### config.mk
export PLATFORM = sky130hd
export DESIGN_NAME = spi_mem_responder
export DESIGN_NICKNAME = d
export VERILOG_FILES = /design/src/rtl/spi_mem_pkg.sv /design/src/rtl/spi_sync_edge.sv /design/src/rtl/spi_mem_responder.sv
export SDC_FILE = /design/constraint.sdc
export NUM_CORES = 1
export LEC_CHECK = 0
export CORE_UTILIZATION = 58
export DETAILED_ROUTE_END_ITERATION = 16
export GPL_ROUTABILITY_DRIVEN = 0
export PLACE_DENSITY = 0.8
export SLEW_MARGIN = 20
export SYNTH_ARGS = -nofsm -noshare
export SYNTH_HDL_FRONTEND = slang
export SYNTH_SLANG_ARGS = --single-unit
### constraint.sdc
create_clock -name CLK -period 2 [get_ports CLK]
set_input_delay 0.6 -clock CLK [delete_from_list [all_inputs] [get_ports CLK]]
set_output_delay 0.6 -clock CLK [all_outputs]
set_load 0.005 [all_outputs]
### src/rtl/spi_mem_pkg.sv
// Shared constants and FSM state type for the SPI memory responder.
package spi_mem_pkg;

  localparam logic [7:0] CMD_READ  = 8'h03;
  localparam logic [7:0] CMD_WRITE = 8'h02;

  // Bit boundaries within a frame: command byte, command+address, full frame.
  localparam int unsigned CMD_BITS   = 8;
  localparam int unsigned HDR_BITS   = 32;
  localparam int unsigned FRAME_BITS = 64;

  typedef enum logic [2:0] {
    StIdle,
    StCmd,
    StAddr,
    StRxData,
    StTxData,
    StIgnore,
    StEnd
  } state_e;

endpackage

### src/rtl/spi_sync_edge.sv
// Synchronizes the SPI pins into the system clock domain and detects
// spi_clk rising/falling edges and the chip-select falling edge.
module spi_sync_edge #(
  parameter int unsigned SyncStages = 2
) (
  input  logic clk_i,
  input  logic rst_ni,
  input  logic spi_clk_i,
  input  logic spi_mosi_i,
  input  logic spi_cs_n_i,
  output logic sclk_rise_o,
  output logic sclk_fall_o,
  output logic mosi_o,
  output logic cs_n_o,
  output logic cs_fall_o
);

  logic [SyncStages-1:0] sclk_sync_q;
  logic [SyncStages-1:0] mosi_sync_q;
  logic [SyncStages-1:0] cs_sync_q;
  logic                  sclk_prev_q;
  logic                  cs_prev_q;

  // Synchronizer chains plus one history flop each for edge detection.
  // The cs_n chain resets to "selected" so a frame already in progress when
  // reset releases never produces a falling edge and is not picked up.
  always_ff @(posedge clk_i or negedge rst_ni) begin
    if (!rst_ni) begin
      sclk_sync_q <= '0;
      mosi_sync_q <= '0;
      cs_sync_q   <= '0;
      sclk_prev_q <= 1'b0;
      cs_prev_q   <= 1'b0;
    end else begin
      sclk_sync_q <= {sclk_sync_q[SyncStages-2:0], spi_clk_i};
      mosi_sync_q <= {mosi_sync_q[SyncStages-2:0], spi_mosi_i};
      cs_sync_q   <= {cs_sync_q[SyncStages-2:0], spi_cs_n_i};
      sclk_prev_q <= sclk_sync_q[SyncStages-1];
      cs_prev_q   <= cs_sync_q[SyncStages-1];
    end
  end

  assign sclk_rise_o = sclk_sync_q[SyncStages-1] & ~sclk_prev_q;
  assign sclk_fall_o = ~sclk_sync_q[SyncStages-1] & sclk_prev_q;
  assign mosi_o      = mosi_sync_q[SyncStages-1];
  assign cs_n_o      = cs_sync_q[SyncStages-1];
  assign cs_fall_o   = ~cs_sync_q[SyncStages-1] & cs_prev_q;

endmodule

### src/rtl/spi_mem_responder.sv
// SPI mode-0 target backing READ (0x03) / WRITE (0x02) frames with a local
// word-addressed register array. All logic runs on CLK; SPI pins are oversampled.
// Define SPI_RESP_BURST_EN to let frames continue past 64 bits as a burst over
// consecutive word indices (wrapping modulo DEPTH).
module spi_mem_responder
  import spi_mem_pkg::*;
#(
  parameter int unsigned DEPTH       = 16,
  parameter int unsigned AW          = 4,
  parameter int unsigned SYNC_STAGES = 2
) (
  input  logic CLK,
  input  logic reset_n,
  input  logic spi_clk,
  input  logic spi_mosi,
  input  logic spi_cs_n,
  output logic spi_miso,
  output logic frame_done,
  output logic frame_abort,
  output logic cmd_err
);

`ifdef SPI_RESP_BURST_EN
  localparam bit BurstEn = 1'b1;
`else
  localparam bit BurstEn = 1'b0;
`endif

  localparam logic [5:0] CmdLast   = 6'(CMD_BITS - 1);
  localparam logic [5:0] HdrLast   = 6'(HDR_BITS - 1);
  localparam logic [5:0] FrameLast = 6'(FRAME_BITS - 1);
  localparam logic [4:0] WordLast  = 5'(HDR_BITS - 1);

  logic sclk_rise, sclk_fall, mosi_s, cs_n_s, cs_fall;

  spi_sync_edge #(
    .SyncStages (SYNC_STAGES)
  ) u_sync (
    .clk_i       (CLK),
    .rst_ni      (reset_n),
    .spi_clk_i   (spi_clk),
    .spi_mosi_i  (spi_mosi),
    .spi_cs_n_i  (spi_cs_n),
    .sclk_rise_o (sclk_rise),
    .sclk_fall_o (sclk_fall),
    .mosi_o      (mosi_s),
    .cs_n_o      (cs_n_s),
    .cs_fall_o   (cs_fall)
  );

  state_e          state_q;
  logic [5:0]      cnt_q;
  logic            full_q;      // 64 bits seen in this frame
  logic            is_read_q;
  logic [31:0]     shift_q;
  logic [31:0]     tx_q;
  logic [AW-1:0]   idx_q;
  logic            miso_q, done_q, abort_q, err_q;
  logic            wr_en_q;
  logic [AW-1:0]   wr_idx_q;
  logic [31:0]     wr_data_q;
  logic [31:0]     mem_q [DEPTH];

  logic [31:0]     shift_nxt;
  logic [AW-1:0]   addr_idx;
  logic [AW-1:0]   idx_inc;

  // shift_nxt holds {cmd, addr[23:0]} on the 32nd rise, so its low bits are the address.
  assign shift_nxt = {shift_q[30:0], mosi_s};
  assign addr_idx  = shift_nxt[AW+1:2];
  assign idx_inc   = idx_q + AW'(1);

  // Frame FSM: CS-high takes priority over any SCLK edge seen in the same cycle.
  always_ff @(posedge CLK or negedge reset_n) begin
    if (!reset_n) begin
      state_q   <= StIdle;
      cnt_q     <= '0;
      full_q    <= 1'b0;
      is_read_q <= 1'b0;
      shift_q   <= '0;
      tx_q      <= '0;
      idx_q     <= '0;
      miso_q    <= 1'b0;
      done_q    <= 1'b0;
      abort_q   <= 1'b0;
      err_q     <= 1'b0;
      wr_en_q   <= 1'b0;
      wr_idx_q  <= '0;
      wr_data_q <= '0;
    end else begin
      done_q  <= 1'b0;
      abort_q <= 1'b0;
      err_q   <= 1'b0;
      wr_en_q <= 1'b0;
      if (cs_n_s) begin
        if (state_q != StIdle && state_q != StIgnore) begin
          done_q  <= full_q;
          abort_q <= ~full_q;
        end
        state_q <= StIdle;
        cnt_q   <= '0;
        full_q  <= 1'b0;
        miso_q  <= 1'b0;
      end else begin
        unique case (state_q)
          StIdle: begin
            if (cs_fall) begin
              state_q <= StCmd;
              cnt_q   <= '0;
            end
          end
          StCmd: begin
            if (sclk_rise) begin
              shift_q <= shift_nxt;
              cnt_q   <= cnt_q + 6'd1;
              if (cnt_q == CmdLast) begin
                if (shift_nxt[7:0] == CMD_READ || shift_nxt[7:0] == CMD_WRITE) begin
                  is_read_q <= (shift_nxt[7:0] == CMD_READ);
                  state_q   <= StAddr;
                end else begin
                  err_q   <= 1'b1;
                  state_q <= StIgnore;
                end
              end
            end
          end
          StAddr: begin
            if (sclk_rise) begin
              shift_q <= shift_nxt;
              cnt_q   <= cnt_q + 6'd1;
              if (cnt_q == HdrLast) begin
                idx_q <= addr_idx;
                if (is_read_q) begin
                  tx_q    <= mem_q[addr_idx];
                  state_q <= StTxData;
                end else begin
                  state_q <= StRxData;
                end
              end
            end
          end
          StRxData: begin
            if (sclk_rise) begin
              shift_q <= shift_nxt;
              cnt_q   <= cnt_q + 6'd1;
              if (cnt_q == FrameLast) full_q <= 1'b1;
              // Commit only whole words; a partial word never reaches memory.
              if (cnt_q[4:0] == WordLast) begin
                wr_en_q   <= 1'b1;
                wr_idx_q  <= idx_q;
                wr_data_q <= shift_nxt;
                idx_q     <= idx_inc;
                if (!BurstEn) state_q <= StEnd;
              end
            end
          end
          StTxData: begin
            if (sclk_fall) begin
              miso_q <= tx_q[31];
              tx_q   <= {tx_q[30:0], 1'b0};
            end
            if (sclk_rise) begin
              cnt_q <= cnt_q + 6'd1;
              if (cnt_q == FrameLast) full_q <= 1'b1;
              if (cnt_q[4:0] == WordLast) begin
                idx_q <= idx_inc;
                tx_q  <= mem_q[idx_inc];
                if (!BurstEn) state_q <= StEnd;
              end
            end
          end
          StIgnore, StEnd: begin
            if (sclk_fall) miso_q <= 1'b0;
          end
          default: state_q <= StIdle;
        endcase
      end
    end
  end

  // Storage array; writes land one CLK after the last data bit is sampled.
  always_ff @(posedge CLK or negedge reset_n) begin
    if (!reset_n) begin
      for (int i = 0; i < DEPTH; i++) mem_q[i] <= '0;
    end else if (wr_en_q) begin
      mem_q[wr_idx_q] <= wr_data_q;
    end
  end

  assign spi_miso    = miso_q;
  assign frame_done  = done_q;
  assign frame_abort = abort_q;
  assign cmd_err     = err_q;

endmodule

==> impl_metrics.py, run 1 <==
metrics = {
    "timing": {
        "maxSlewViolCount": 0,
        "finalSetupTns_ns": -3.71,
        "skew_ns": 0.0187,
        "timing.fmax_mhz": 462,
        "final_hold_viol_count": 0,
        "finalSetupViolCount": 32,
        "period_share_pct": 108,
        "grt_setup_unrepaired": "true",
        "worst_pin_slew_ns": 0.624,
        "layout_setup_ws_ns": -0.163,
        "layout_min_cycle_time_ns": 2.16,
        "slew_headroom_pct": 58.4,
    },
    "finish": {
        "area_growth_pct": 17.1,
        "finish.utilization_pct": 69.2,
        "layout-drive-gt1-share_pct": 51.8,
        "diodes": 0,
        "layout.nets": 2349,
    },
    "clock_tree": {
        "cts_tree": "built",
        "htree_levels": 3,
        "clock_path_buffers": 3,
        "clock_sinks": 639,
        "root_buffer": "clkbuf_16",
        "clk-insertion-delay-late_ns": 0.61,
        "cts_inserted_buffers": 67,
        "clkTransAtPathRegs_ns": 0.07,
    },
    "worst_setup_path": {
        "r2r_start": "idx_q[0]$_DFFE_PN0P_",
        "worstPathRequired_ns": 2.50,
        "cp_slowest_cell": "dfrtp_4",
        "crit_chain": "buf_4 -> nand3_2 -> xnor2_4 -> buf_6 -> buf_12 -> mux2_2 -> o211ai_1 -> o21ai_1",
        "path_class": "reg2reg",
        "path_buf_inv": 3,
        "crit_path_start": "idx_q[0]$_DFFE_PN0P_",
        "worstPathArrival_ns": 2.66,
        "start_kind": "register",
        "path_max_fanout": 8,
        "slowest_delay_ns": 0.44,
        "crit_path_end_kind": "register",
        "cp_top_family": "buffers and inverters",
    },
    "logic_synthesis": {
        "syn_inst": 2257,
        "synthArstFlopShare_pct": 100,
        "synth.cell_area_um2": 32800,
        "avgSynthCellArea_um2": 14.5,
        "synthMostInstantiatedCell": "dfrtp_1",
        "synthDistinctLibCells": 56,
        "netlist.area_leader.share_pct": 48.7,
        "yosysTopAreaCell": "dfrtp_1",
        "synth_edf_count": 0,
        "yosysSeqAreaShare_pct": 48.7,
        "synthTopCellsByArea": "dfrtp_1 (49%), mux2_2 (21%), mux4_2 (18%)",
        "yosysWarnings": 0,
        "ys.flop_type": "dfrtp_1",
        "synth-seq-cells": 639,
        "yosys-top-cells-count": "dfrtp_1 (639), mux2_2 (601), mux4_2 (256)",
        "syn_nets": 2265,
    },
    "global_routing": {
        "grt_pass1_vias": 23892,
        "grt_pass1_wl_um": 150000,
        "grtUsageTotal_pct": 35.4,
        "grt_max_degree": 78,
        "grt-ovfl-total": 0,
        "antenna_found_initial": 0,
    },
    "status": {
        "failed_checks": "negative setup slack",
        "status": "finished with violations",
    },
    "drt": {
        "vias": 22872,
        "vias_per_cell": 7.29,
        "drt_wl_total_um": 99500,
        "drc_errors": 0,
        "first_pass_iters": 6,
        "post_drt_wl_per_cell_um": 31.7,
        "drt_iter0_drc": 2693,
        "ant_nets": 0,
    },
    "die": {
        "fp.dieW_um": 240,
        "fp-row-count": 86,
        "die_h_um": 240,
        "initial_core_util_pct": 59.1,
        "core_um2": 55500,
        "die_area_um2": 57600,
        "io-pin-count": 9,
    },
    "power_and_ir_drop": {
        "leakage_nw": 17.1,
        "max-vdd-ir-drop_uv": 745,
        "power.density_nw_per_um2": 799,
        "power_mw": 30.7,
    },
    "job": {
        "drv_cap": 0,
    },
    "placement": {
        "hpwl_um": 55500,
        "portBuffers": 8,
    },
    "hold_path": {
        "hp-start": "u_sync.sclk_sync_q[0]$_DFF_PN0_",
        "hp-class": "reg2reg",
    },
}
==> cell type report <==
| cell class | count | area, um^2 |
|---|---|---|
| tap | 748 | 936 |
| clock buffer | 92 | 1950 |
| inverter | 7 | 26.3 |
| clock inverter | 26 | 323 |
| timing repair buffer | 228 | 3080 |
| multi-input combinational | 1398 | 16100 |
| sequential | 639 | 16000 |
| fill | 3494 | 17100 |
==> per-layer routing <==
metal | wire length [um] | track usage, %
met4 | 6090 | 18.4
met3 | 12300 | 10.7
met2 | 45700 | 54.3
met1 | 35400 | 45.8
met5 | 0 | 0
==> final timing paths <==
kind | end | slack [ns] | cells after the start
max in group asynchronous | mem_q[248]$_DFFE_PN0P_ | 0.76 | 4
worst max register to register | tx_q[9]$_DFFE_PN0P_ | -0.16 | 8
min in group asynchronous | mem_q[391]$_DFFE_PN0P_ | 0.48 | 2
worst min register to register | u_sync.sclk_sync_q[1]$_DFF_PN0_ | 0.35 | 0
worst max-delay path | tx_q[9]$_DFFE_PN0P_ | -0.16 | 8
worst min-delay path | u_sync.sclk_sync_q[1]$_DFF_PN0_ | 0.35 | 0
==> power by group <==
| group | leakage (nW) | switching [mW] | internal, mW | total, mW |
|---|---|---|---|---|
| Combinational | 7.08 | 2.72 | 1.79 | 4.50 |
| Sequential | 8.90 | 0.156 | 13.0 | 13.2 |
| Clock | 1.12 | 5.28 | 7.74 | 13.0 |
| Total | 17.1 | 8.15 | 22.6 | 30.7 |
==> state kept, by name, summed over array words and instances, names as in the netlist, 2 cells and up <==
register,flops
mem_q,512
tx_q,32
wr_data_q,32
shift_q,31
cnt_q,6
idx_q,4
wr_idx_q,4
state_q,3
u_sync.cs_sync_q,2
u_sync.mosi_sync_q,2
u_sync.sclk_sync_q,2
==> timing repair <==
action / CTS / global route
setup buffers: 20 / 22
setup endpoints to repair: 66 / 120
cloned: 8 / 6
hold endpoints to repair: 14 / 0
gates resized for setup: 32 / 23
pin swaps: 4 / 10
hold buffers: 1 / 0
==> cells in the final DEF (no fill, tap or decap), drive strengths merged, types with 3 or more instances in the layout <==
| cell type | count |
|---|---|
| a211oi | 32 |
| a21oi | 38 |
| a22oi | 94 |
| a31oi | 3 |
| and2 | 5 |
| and3 | 33 |
| and3b | 3 |
| buf | 211 |
| bufinv | 7 |
| clkbuf | 99 |
| clkdlybuf4s50 | 3 |
| clkinv | 13 |
| clkinvlp | 4 |
| dfrtp | 639 |
| dlygate4sd2 | 4 |
| ha | 3 |
| inv | 9 |
| mux2 | 613 |
| mux2i | 6 |
| mux4 | 256 |
| nand2 | 87 |
| nand2b | 5 |
| nand3 | 6 |
| nand3b | 3 |
| nor2 | 55 |
| nor2b | 9 |
| nor3 | 4 |
| nor3b | 4 |
| o211ai | 33 |
| o21ai | 76 |
| or3 | 3 |
| xor2 | 3 |
==> metrics by stage <==
stage | hold WS, ns | area (um^2) | std cells | worst slack, ns
floorplan | 0.304 | 32800 | 2257 | -0.124
global placement | 0.337 | 35200 | 2966 | -0.0802
detailed placement | 0.336 | 35200 | 2966 | -0.184
CTS | 0.347 | 38000 | 3113 | -0.126
global route | 0.363 | 38400 | 3138 | -0.214
finish | 0.349 | 38400 | 3138 | -0.163
==> kinds of logic after synthesis <==
group / synth area share, %
AOI/OAI and AO/OA: 5.85
xor gates and xnor gates: 0.130
adders and majority gates: 0.114
buffers and inverters: 3.11
DFF: 48.7
muxes: 38.8
and+or+nand+nor: 3.31
(Power assumes the default switching activity.)
==> run 2: changes to the inputs <==
- CORE_UTILIZATION: 58 -> 69
- PLACE_DENSITY: 0.8 -> 0.89
- clock period: 2 -> 2.7 ns (I/O delays scaled with it)
==> run 2 against run 1 <==
The run now ends clean. Setup slack improved by 0.22 ns. Total power shrank 28%. Wire length shrank 6.5%. Clock power fell by 25%. Register-to-register slack better by 0.22 ns. Sequential cell count did not move. Count of clock-buffer cells in the layout increased by 3. Utilization rose by 8.7 points. Critical endpoint is now tx_q[20]$_DFFE_PN0P_. Worst hold slack got worse by 0.27 ns. Global-route usage increased by 4.8 points. Fmax is 18% lower. First-iteration DRC count is 5.5% lower.
==> impl_metrics.py, run 2 (synthesized netlist as in run 1, its figures left out) <==
metrics = {
    "power_and_ir_drop": {
        "power.density_nw_per_um2": 609,
        "max-vdd-ir-drop_uv": 600,
        "leakage_nw": 16.3,
    },
    "finish": {
        "area_growth_pct": 11.0,
        "layout.nets": 2244,
        "fillCellCount": 2435,
        "diodes": 0,
        "layout-drive-gt1-share_pct": 48.8,
        "largestRegisters": "mem_q (512), tx_q (32), wr_data_q (32)",
        "regMostFlops": "mem_q",
        "largest_register_ffs": 512,
        "finish.utilization_pct": 77.9,
        "final_cell_mix": "dfrtp_1 (636), mux2_2 (601), mux4_2 (256)",
        "final_common_cell": "dfrtp_1",
        "fin_area_um2": 36400,
    },
    "drt": {
        "drc_errors": 0,
        "drt_iter0_drc": 2546,
        "drt_wl_total_um": 93000,
        "ant_nets": 0,
        "vias_per_cell": 7.70,
        "post_drt_wl_per_cell_um": 32.1,
        "vias": 22296,
        "first_pass_iters": 5,
    },
    "job": {
        "drv_cap": 0,
    },
    "worst_setup_path": {
        "worstPathRequired_ns": 3.21,
        "r2r_cells": 6,
        "r2r_start": "idx_q[0]$_DFFE_PN0P_",
        "crit_path_start": "idx_q[0]$_DFFE_PN0P_",
        "path_class": "reg2reg",
        "start_kind": "register",
        "worstPathArrival_ns": 3.15,
        "path_max_fanout": 26,
        "crit_path_end_kind": "register",
    },
    "timing": {
        "finalSetupTns_ns": 0,
        "grt_setup_unrepaired": "false",
        "worst_pin_slew_ns": 0.975,
        "holdWs_ns": 0.0810,
        "layout_setup_ws_ns": 0.0615,
        "slew_headroom_pct": 35.0,
        "timing.fmax_mhz": 379,
        "maxSlewViolCount": 0,
        "skew_ns": 0.0231,
        "period_share_pct": 97.7,
        "layout_min_cycle_time_ns": 2.64,
        "final_hold_viol_count": 0,
        "finalSetupViolCount": 0,
    },
    "clock_tree": {
        "clkTransAtPathRegs_ns": 0.06,
        "clk-insertion-delay-late_ns": 0.64,
        "hold_buffers": 0,
        "clock_path_buffers": 3,
        "cts_inserted_buffers": 67,
        "root_buffer": "clkbuf_16",
        "post_cts_resized": 0,
        "cts_setup_buffers": 0,
        "clock_sinks": 639,
        "htree_levels": 3,
        "cts_tree": "built",
    },
    "die": {
        "die_h_um": 220,
        "die_area_um2": 48500,
        "io-pin-count": 9,
        "core_um2": 46800,
        "fp.dieW_um": 220,
        "initial_core_util_pct": 70.2,
        "fp-row-count": 79,
    },
    "global_routing": {
        "grt_max_degree": 82,
        "grt_pass1_vias": 24032,
        "grt-ovfl-total": 0,
        "met1_usage_pct": 49.2,
        "busiest_layer": "met2",
        "grtUsageTotal_pct": 40.3,
        "use_met2_pct": 62.2,
        "use_met3_pct": 12.2,
        "grt_pass1_wl_um": 143000,
        "antenna_found_initial": 0,
    },
    "placement": {
        "hpwl_um": 52500,
        "portBuffers": 8,
        "preCtsSetupSlack_ns": 0.177,
        "place_area_um2": 34100,
    },
    "status": {
        "status": "finished clean",
    },
    "hold_path": {
        "hp-class": "in2async",
    },
}
[run 2: changes by cell type in the layout (fill, tap and decap cells not counted), moves of 3 or more]
| cell | change |
|---|---|
| clkbuf_1 | +4 |
| nand2_1 | +3 |
| clkbuf_16 | -6 |
| buf_16 | -12 |
| clkdlybuf4s50_1 | +4 |
| buf_4 | -34 |
| nand2_2 | -3 |
| mux2_2 | +6 |
| buf_6 | -8 |
| mux2_4 | -7 |
| buf_12 | -40 |
| dlygate4sd2_1 | -4 |
[run 2: worst paths after layout]
path	slack [ns]	to
max	0.06	tx_q[20]$_DFFE_PN0P_
min	0.08	spi_miso$_DFFE_PN0P_
max reg2reg	0.06	tx_q[20]$_DFFE_PN0P_
min reg2reg	0.35	u_sync.mosi_sync_q[1]$_DFF_PN0_
max in group asynchronous	1.78	shift_q[3]$_DFFE_PN0P_
min in group CLK	0.35	u_sync.mosi_sync_q[1]$_DFF_PN0_
[run 2: critical path, stage by stage, from the launching register on]
cell and delay [ns]:
dfrtp_4 0.48, nand3_1 0.23, xnor2_4 0.83, buf_12 0.31, mux2_2 0.37, o211ai_1 0.20, o21ai_1 0.09
[run 2: layout make-up]
type / instances / area, um^2 / area share [%]
sequential: 639 / 16000 / 43.9
tap: 607 / 759 / 2.08
clock buffer: 95 / 1950 / 5.36
clock inverter: 27 / 352 / 0.965
timing repair buffer: 123 / 1360 / 3.74
inverter: 7 / 26.3 / 0.0721
multi-input combinational: 1398 / 16000 / 43.9
[run 2: power by group]
| group | total, mW | switching, mW | internal, mW |
|---|---|---|---|
| clock | 9.71 | 3.96 | 5.75 |
| sequential | 9.93 | 0.279 | 9.65 |
| combinational | 2.55 | 1.62 | 0.936 |
[run 2: per-stage QoR]
| step | power, mW | std cells |
|---|---|---|
| after CTS | 22.2 | 2896 |
| after detailed placement | 12.6 | 2774 |
| final | 22.2 | 2896 |
| after global routing | 22.7 | 2896 |
| after global placement | 12.5 | 2774 |
| after floorplan | 11.5 | 2257 |
[run 2: routing by layer]
metal / up-vias / part of all wire, %
met5: - / 0
met4: 0 / 7.8
met3: 580 / 12
met2: 1724 / 47
met1: 11345 / 34
li1: 8647 / -
==> run 3: changes to the inputs <==
- GPL_ROUTABILITY_DRIVEN: 0 -> unset
==> results of run 3 <==
Same layout as run 2: the final DEF is identical, and so are final timing and power.
